File: config.mk
export PLATFORM = sky130hd
export DESIGN_NAME = delayprog_edge
export DESIGN_NICKNAME = d
export VERILOG_FILES = /design/src/rtl/delayprog_edge.sv
export SDC_FILE = /design/constraint.sdc
export NUM_CORES = 1
export LEC_CHECK = 0
export CORE_MARGIN = 1.5
export CORE_UTILIZATION = 40
export CTS_BUF_LIST = sky130_fd_sc_hd__clkbuf_4 sky130_fd_sc_hd__clkbuf_8
export DETAILED_ROUTE_END_ITERATION = 6
export GPL_ROUTABILITY_DRIVEN = 0
export HOLD_SLACK_MARGIN = 0.08
export PLACE_DENSITY = 0.7
export SETUP_SLACK_MARGIN = 0.1
export SYNTH_ARGS = -nofsm -noshare
export SYNTH_HDL_FRONTEND = slang
export SYNTH_SLANG_ARGS = --single-unit
File: constraint.sdc
create_clock -name clk -period 1.55 [get_ports clk]
set_input_delay 0.2325 -clock clk [delete_from_list [all_inputs] [get_ports clk]]
set_output_delay 0.2325 -clock clk [all_outputs]
set_load 0.02 [all_outputs]
File: src/rtl/delayprog_edge.sv
// Programmable per-channel edge delay with deglitch: selected edges are held back dly cycles,
// pulses shorter than the delay are dropped (gl flags the drop), other edges pass in one cycle.
module delayprog_edge #(
  parameter int unsigned    N     = 1,
  parameter int unsigned    DW    = 4,
  parameter int unsigned    EDGE  = 2,
  parameter logic [N-1:0]   OINIT = '0
) (
  input  logic          clk,
  input  logic          rst,
  input  logic          CELV,
  input  logic          CELG,
  input  logic          CELSUB,
  input  logic          en,
  input  logic [DW-1:0] dly,
  input  logic [N-1:0]  i,
  output logic [N-1:0]  o,
  output logic [N-1:0]  busy,
  output logic [N-1:0]  gl
);

  typedef enum logic {StIdle, StCount} state_e;

  localparam bit DlyRise = (EDGE == 0) || (EDGE == 2);
  localparam bit DlyFall = (EDGE == 1) || (EDGE == 2);

  // Power/ground/substrate pins are carried for netlist compatibility only.
  logic w_unused_pins;
  assign w_unused_pins = ^{CELV, CELG, CELSUB};

  for (genvar k = 0; k < N; k++) begin : g_ch
    state_e        r_state, w_state_d;
    logic          r_s, r_o, w_o_d;
    logic          r_gl, w_gl_d;
    logic [DW-1:0] r_cnt, w_cnt_d;
    logic [DW-1:0] r_dly_l, w_dly_l_d;
    logic          w_pend, w_rise, w_delayed, w_start;

    assign w_pend    = r_s ^ r_o;
    assign w_rise    = r_s & ~r_o;
    assign w_delayed = w_rise ? DlyRise : DlyFall;
    // A zero delay behaves exactly like a direct edge, so it never enters the count state.
    assign w_start   = w_pend && en && w_delayed && (dly != '0);

    always_ff @(posedge clk) begin
      if (rst) begin
        r_state <= StIdle;
        r_s     <= OINIT[k];
        r_o     <= OINIT[k];
        r_gl    <= 1'b0;
        r_cnt   <= '0;
        r_dly_l <= '0;
      end else begin
        r_state <= w_state_d;
        r_s     <= i[k];
        r_o     <= w_o_d;
        r_gl    <= w_gl_d;
        r_cnt   <= w_cnt_d;
        r_dly_l <= w_dly_l_d;
      end
    end

    always_comb begin
      w_state_d = r_state;
      case (r_state)
        StIdle: begin
          if (w_start) begin
            w_state_d = StCount;
          end
        end
        StCount: begin
          if (!w_pend || !en || (r_cnt == r_dly_l)) begin
            w_state_d = StIdle;
          end
        end
        default: w_state_d = StIdle;
      endcase
    end

    always_comb begin
      w_o_d     = r_o;
      w_gl_d    = 1'b0;
      w_cnt_d   = r_cnt;
      w_dly_l_d = r_dly_l;
      case (r_state)
        StIdle: begin
          if (w_start) begin
            w_dly_l_d = dly;
            w_cnt_d   = DW'(1);
          end else if (w_pend) begin
            w_o_d = r_s;
          end
        end
        StCount: begin
          if (!w_pend) begin
            // Input returned to the output level before expiry: drop the pulse.
            w_cnt_d = '0;
            w_gl_d  = 1'b1;
          end else if (!en || (r_cnt == r_dly_l)) begin
            w_o_d   = r_s;
            w_cnt_d = '0;
          end else begin
            w_cnt_d = r_cnt + 1'b1;
          end
        end
        default: begin
          w_cnt_d = '0;
        end
      endcase
    end

    assign o[k]    = r_o;
    assign busy[k] = (r_state == StCount);
    assign gl[k]   = r_gl;
  end

endmodule
==> results of run 1 <==
## cell usage after synthesis
| master | number |
|---|---|
| and4_1 | 1 |
| dfxtp_1 | 12 |
| or3b_1 | 1 |
| a21oi_1 | 4 |
| nor2_1 | 7 |
| xnor2_1 | 4 |
| mux2i_1 | 4 |
| a41oi_2 | 1 |
| inv_1 | 1 |
| ha_1 | 1 |
| a32oi_1 | 1 |
| buf_6 | 1 |
| nand3_1 | 2 |
| nor2b_1 | 1 |
| nand4_1 | 1 |
| a31oi_1 | 3 |
| nand2_1 | 3 |
| nand4b_1 | 2 |
| or4_4 | 1 |
| o21ai_0 | 1 |
| xor2_1 | 1 |
| nand3b_1 | 1 |
| nor3_1 | 1 |
| clkbuf_1 | 1 |
## flip-flops by register name, indices dropped and copies added (netlist names)
register / flops
g_ch.r_cnt: 4
busy: 1
g_ch.r_s: 1
g_ch.r_dly_l: 4
o: 1
gl: 1
## layout make-up
cell class	count	area, µm²
flip-flops and latches	12	243
well taps	15	18.8
clock buffers	4	36.3
fillers	110	541
multi-input cells	41	294
repair buffers	16	149
inverters	1	3.75
## final timing paths
kind	startpoint	to	slack [ps]
setup / recovery	dly[1]	o	130
hold / removal	dly[0]	g_ch[0].r_dly_l[0]	250
setup reg to reg	g_ch[0].r_dly_l[3]	o	170
hold reg to reg	g_ch[0].r_cnt[3]	g_ch[0].r_cnt[3]	520
## through the flow
step,total power [mW],std cells
floorplan,0.387,56
global placement,0.429,85
detailed placement,0.431,85
CTS,0.675,89
global route,0.693,89
finish,0.669,89
## power groups by stage
stage               clock [mW]  combinational [mW]  sequential [mW]
floorplan                    0              0.0477            0.339
global placement             0              0.0927            0.336
detailed placement           0              0.0948            0.336
CTS                      0.253              0.0938            0.329
global route             0.260               0.102            0.331
finish                   0.246              0.0939            0.329
## worst register-to-register path, cell delays in order, from the launching register on
cell and delay (ps):
dfxtp_1 330, xnor2_1 200, a41oi_2 150, buf_4 170, or3b_1 340, a21oi_1 130
## repair_timing
| action | in CTS | in global routing |
|---|---|---|
| hold buffers | 0 | 0 |
| gates resized for setup | 7 | 5 |
| gates cloned | 0 | 0 |
| pin swaps | 2 | 6 |
| setup endpoints to repair | 12 | 10 |
## layer usage
| metal | share of wire (%) | routed length [µm] | global-route usage (%) | up-vias |
|---|---|---|---|---|
| met2 | 50 | 575 | 29.5 | 7 |
| li1 | - | - | - | 236 |
| met3 | 1.8 | 20 | 1.70 | 4 |
| met4 | 1.5 | 17 | 10.3 | 0 |
| met1 | 46 | 529 | 22.1 | 221 |
| met5 | 0 | 0 | 0 | - |
## cell families (layout without fill, tap and decap cells)
kind of cell               Yosys count  count (layout)  synth area share [%]
buffers and inverters                3              21                  3.45
muxes                                4               4                  7.37
AOI/OAI and AO/OA                   10              10                  12.7
xor gates and xnor gates             5               5                  8.06
and+or+nand+nor                     21              21                  21.9
adders and majority gates            1               1                  2.30
DFF                                 12              12                  44.2
==> out/qor.txt, run 1 <==
port bufs = 10
CP Capture Type = flip-flop
Slew Viols, Final = 0
largest cells by area after synthesis = dfxtp_1, mux2i_1, xnor2_1
post-synthesis cell count = 56
YS warnings = 0
grt total ovfl = 0
WP buf/inv = 1
Area growth syn-to-layout = 37.1%
die height = 39.8 µm
Setup TNS Final = 0 ps
DR vias = 468
P_leak = 0.303 nW
CTS max path bufs = 2
status = complete, no violations
Power Density = 899 mW/mm²
vias in the first global route = 450
WHS = 251 ps
share of cells above drive strength 1 = 21.6%
setup ws final = 128 ps
Cell Area, Synth = 543 µm²
CTS root buf = clkbuf_4
worst hold-check path type = primary input to flip-flop
CTS Buf Count = 3
top-area cell type share of the netlist area = 44.2%
worst rel slew slack = 69.0%
design area = 744 µm²
H-tree depth = 1
initial DRC count = 6
fin util = 57.9%
most common cell after layout, fill and taps aside = dfxtp_1
postcts setup bufs = 0
initial antenna violation count = 0
Switching Share = 23.7%
Worst path slowest cell = or4_4
clk sinks = 12
Row Count = 13
Synth area leader = dfxtp_1
synth unique cells = 24
total track usage = 17.9%
Crit Path Category = primary input to flip-flop
DRC = 0
Post-DP HPWL = 870 µm
WL final = 1140 µm
maximum clock frequency = 703 MHz
first-pass GRT wire length = 1870 µm
worst stage delay on the critical path = 480 ps
vias per cell = 5.26
CTS tree = done
Fin. Hold Viols = 0
io pins = 14
Internal = 0.511 mW
final setup fails = 0
largest delay contributor family on the critical path = simple AND/OR/NAND/NOR gates
Hold Path Stages = 3
register area share after synthesis = 44.2%
Final min period = 1420 ps
crit path launch type = primary input
r2r worst-path depth = 5
Horiz. Die Dim = 39.8 µm
final antenna-violating net count = 0
Worst EP required = 1750 ps
placed standard-cell area = 699 µm²
DIE AREA = 0.00159 mm²
Post-Place Worst Slack = -388 ps
Crit. path cell count = 5
max cap viols = 0
Initial DRT Pass Iterations = 4
clk_lat worst skew = 270 ps
Worst Path Arrival = 1620 ps
ANT cells = 0
Clock Pin Slew Worst Setup and Hold Paths = 80 ps
drt wl/cell = 12.8 µm
Max VDD drop = 0.627 mV
syn_area_per_cell = 9.70 µm²
unrepaired setup endpoints after global routing = true
final net count = 87
area of the core = 0.00128 mm²
worst-path maximum fanout = 3
Logic pwr share = 14.0%
Synth Net Count = 68
commonest non-fill, non-tap cells in the layout = dfxtp_1, nor2_1, buf_4
part of the power in registers = 49.2%
slew at the pin closest to its max-slew limit = 463 ps
clock skew = 1.95 ps
Starting Density = 42.3%
Final period util = 91.8%
worst path cell trace = dlygate4sd2_1 -> or4_4 -> and4_4 -> or3b_1 -> a21oi_1
Synth Register Bits = 12
switching pwr = 0.159 mW
Clk pwr share = 36.8%
largest net degree at the start of global routing = 13
No activity file was read; power rests on OpenSTA's default activity.
==> run 2, diff against run 1 <==
--- a/config.mk
+++ b/config.mk
@@ -11,7 +11,7 @@
 export DETAILED_ROUTE_END_ITERATION = 6
 export GPL_ROUTABILITY_DRIVEN = 0
 export HOLD_SLACK_MARGIN = 0.08
-export PLACE_DENSITY = 0.7
+export PLACE_DENSITY = 0.68
 export SETUP_SLACK_MARGIN = 0.1
 export SYNTH_ARGS = -nofsm -noshare
 export SYNTH_HDL_FRONTEND = slang
==> constraint.sdc (replaced) <==
create_clock -name clk -period 1.4 [get_ports clk]
set_input_delay 0.21 -clock clk [delete_from_list [all_inputs] [get_ports clk]]
set_output_delay 0.21 -clock clk [all_outputs]
set_load 0.02 [all_outputs]
==> out/qor.txt, run 2 (synthesized netlist as in run 1, its figures left out) <==
Slew Viols, Final = 0 (unchanged)
initial DRC count = 20 (+14)
P_leak = 0.310 nW (+2.5%)
worst hold-check path type = primary input to flip-flop
crit path launch type = primary input
worst stage delay on the critical path = 530 ps (+50 ps)
Clock Pin Slew Worst Setup and Hold Paths = 80 ps (about the same)
placed cells = 87 (+2.4%)
area of the core = 0.00128 mm² (unchanged)
max cap viols = 0 (unchanged)
Starting Density = 42.3% (unchanged)
H-tree depth = 1 (unchanged)
clk_lat worst skew = 270 ps (about the same)
grt total ovfl = 0 (unchanged)
Row Count = 13 (unchanged)
setup ws final = -3.60 ps (-131 ps)
Fillers = 119 (+8.2%)
failing checks = setup timing
share of cells above drive strength 1 = 43.0% (+21 points)
CP Capture Type = flip-flop
Post-DP HPWL = 844 µm (-3.1%)
total track usage = 18.8% (+0.96 points)
most common cell after layout, fill and taps aside = buf_4
slew at the pin closest to its max-slew limit = 458 ps (-4.53 ps)
Worst EP required = 1590 ps (-160 ps)
final antenna-violating net count = 0 (unchanged)
CTS root buf = clkbuf_4
largest net degree at the start of global routing = 13 (unchanged)
final std cells w/o fill = 94 (+5.6%)
final net count = 92 (+5.7%)
maximum clock frequency = 712 MHz
Crit Path Category = primary input to flip-flop
Max VDD drop = 0.460 mV (-27%)
final setup fails = 1 (+1)
Power Density = 943 mW/mm² (+4.9%)
drt wl/cell = 13.6 µm (+5.7%)
CTS max path bufs = 2 (unchanged)
port bufs = 10 (unchanged)
ANT cells = 0 (unchanged)
Final min period = 1400 ps
Overall Power = 0.760 mW (+14%)
clock skew = 3.83 ps (+1.88 ps)
unrepaired setup endpoints after global routing = true
CTS Buf Count = 3 (unchanged)
commonest non-fill, non-tap cells in the layout = buf_4, dfxtp_2, nor2_1
worst path cell trace = buf_2 -> or4_4 -> and4_4 -> or3b_1 -> a21oi_1
DIE AREA = 0.00159 mm² (unchanged)
worst-path maximum fanout = 3 (unchanged)
Horiz. Die Dim = 39.8 µm (unchanged)
top flop regs = g_ch.r_cnt: 4 flops, g_ch.r_dly_l: 4 flops
WL final = 1270 µm (+12%)
status = finished, violations left
DRC = 0 (unchanged)
initial antenna violation count = 0 (unchanged)
io pins = 14 (unchanged)
worst rel slew slack = 69.3% (+0.30 points)
clk sinks = 12 (unchanged)
Final period util = 100%
Initial DRT Pass Iterations = 5 (+1)
Setup TNS Final = -3.60 ps (-3.60 ps)
die height = 39.8 µm (unchanged)
CTS tree = done
Worst path slowest cell = or4_4
Fin. Hold Viols = 0 (unchanged)
first-pass GRT wire length = 2010 µm (+7.4%)
vias in the first global route = 457 (+1.6%)
vias per cell = 5.30 (+0.75%)
Area growth syn-to-layout = 48.4%
Worst Path Arrival = 1590 ps (-30 ps)
DR vias = 498 (+6.4%)
fin util = 62.7% (+4.8 points)
Post-Place Worst Slack = -524 ps (-136 ps)
==> run 2: changes by cell type in the layout (fill, tap and decap cells not counted), sizes merged <==
cell           before  now
clkdlybuf4s15       1    2
dlymetal6s2s        2    0
buf                 6   14
dlygate4sd2         4    2
==> run 2: path summary, 6_finish.rpt <==
check	to	cells after the start	from	slack (ps)
max	o	5	dly[3]	-4
min	g_ch[0].r_dly_l[3]	3	dly[3]	200
max reg2reg	g_ch[0].r_cnt[2]	5	o	10
min reg2reg	g_ch[0].r_dly_l[3]	2	g_ch[0].r_dly_l[3]	520
==> run 2: metal layers <==
layer | up-vias | share of wire [%] | GRT usage (%)
met5 | - | 0 | 0
met4 | 0 | 0 | 5.17
met3 | 0 | 3.8 | 3.41
met2 | 20 | 51 | 28.7
met1 | 227 | 45 | 26.6
li1 | 251 | - | -
==> run 2: what timing repair did <==
item / in CTS / in global routing
setup endpoints to repair: 13 / 11
pin swaps: 5 / 1
setup buffers: 2 / 1
resized for setup: 22 / 11
hold buffers: 0 / 0
==> run 2: area by class of cell <==
class	count	area (µm²)	share of cell area, %
timing repair buffer	21	173	21.4
multi-input combinational	41	324	40.2
sequential	12	250	31.1
clock buffer	4	36.3	4.50
inverter	1	3.75	0.466
tap	15	18.8	2.33
==> run 2: stage by stage <==
step	hold WS (ps)	area, µm²
after detailed placement	510	714
after floorplan	282	551
final	196	806
after global routing	232	806
after CTS	202	759
after global placement	501	714
==> run 2: worst max-delay path, delay by kind of cell <==
kind,cells,cell delay [ps]
simple gates,3,1120
compound gates,1,160
buf+inv,1,100
==> run 2: power breakdown <==
part	leakage (nW)	switching [mW]	internal, mW
logic	0.188	0.0520	0.0642
clock network	0.0210	0.118	0.158
registers	0.101	0.0126	0.355
total	0.310	0.182	0.577
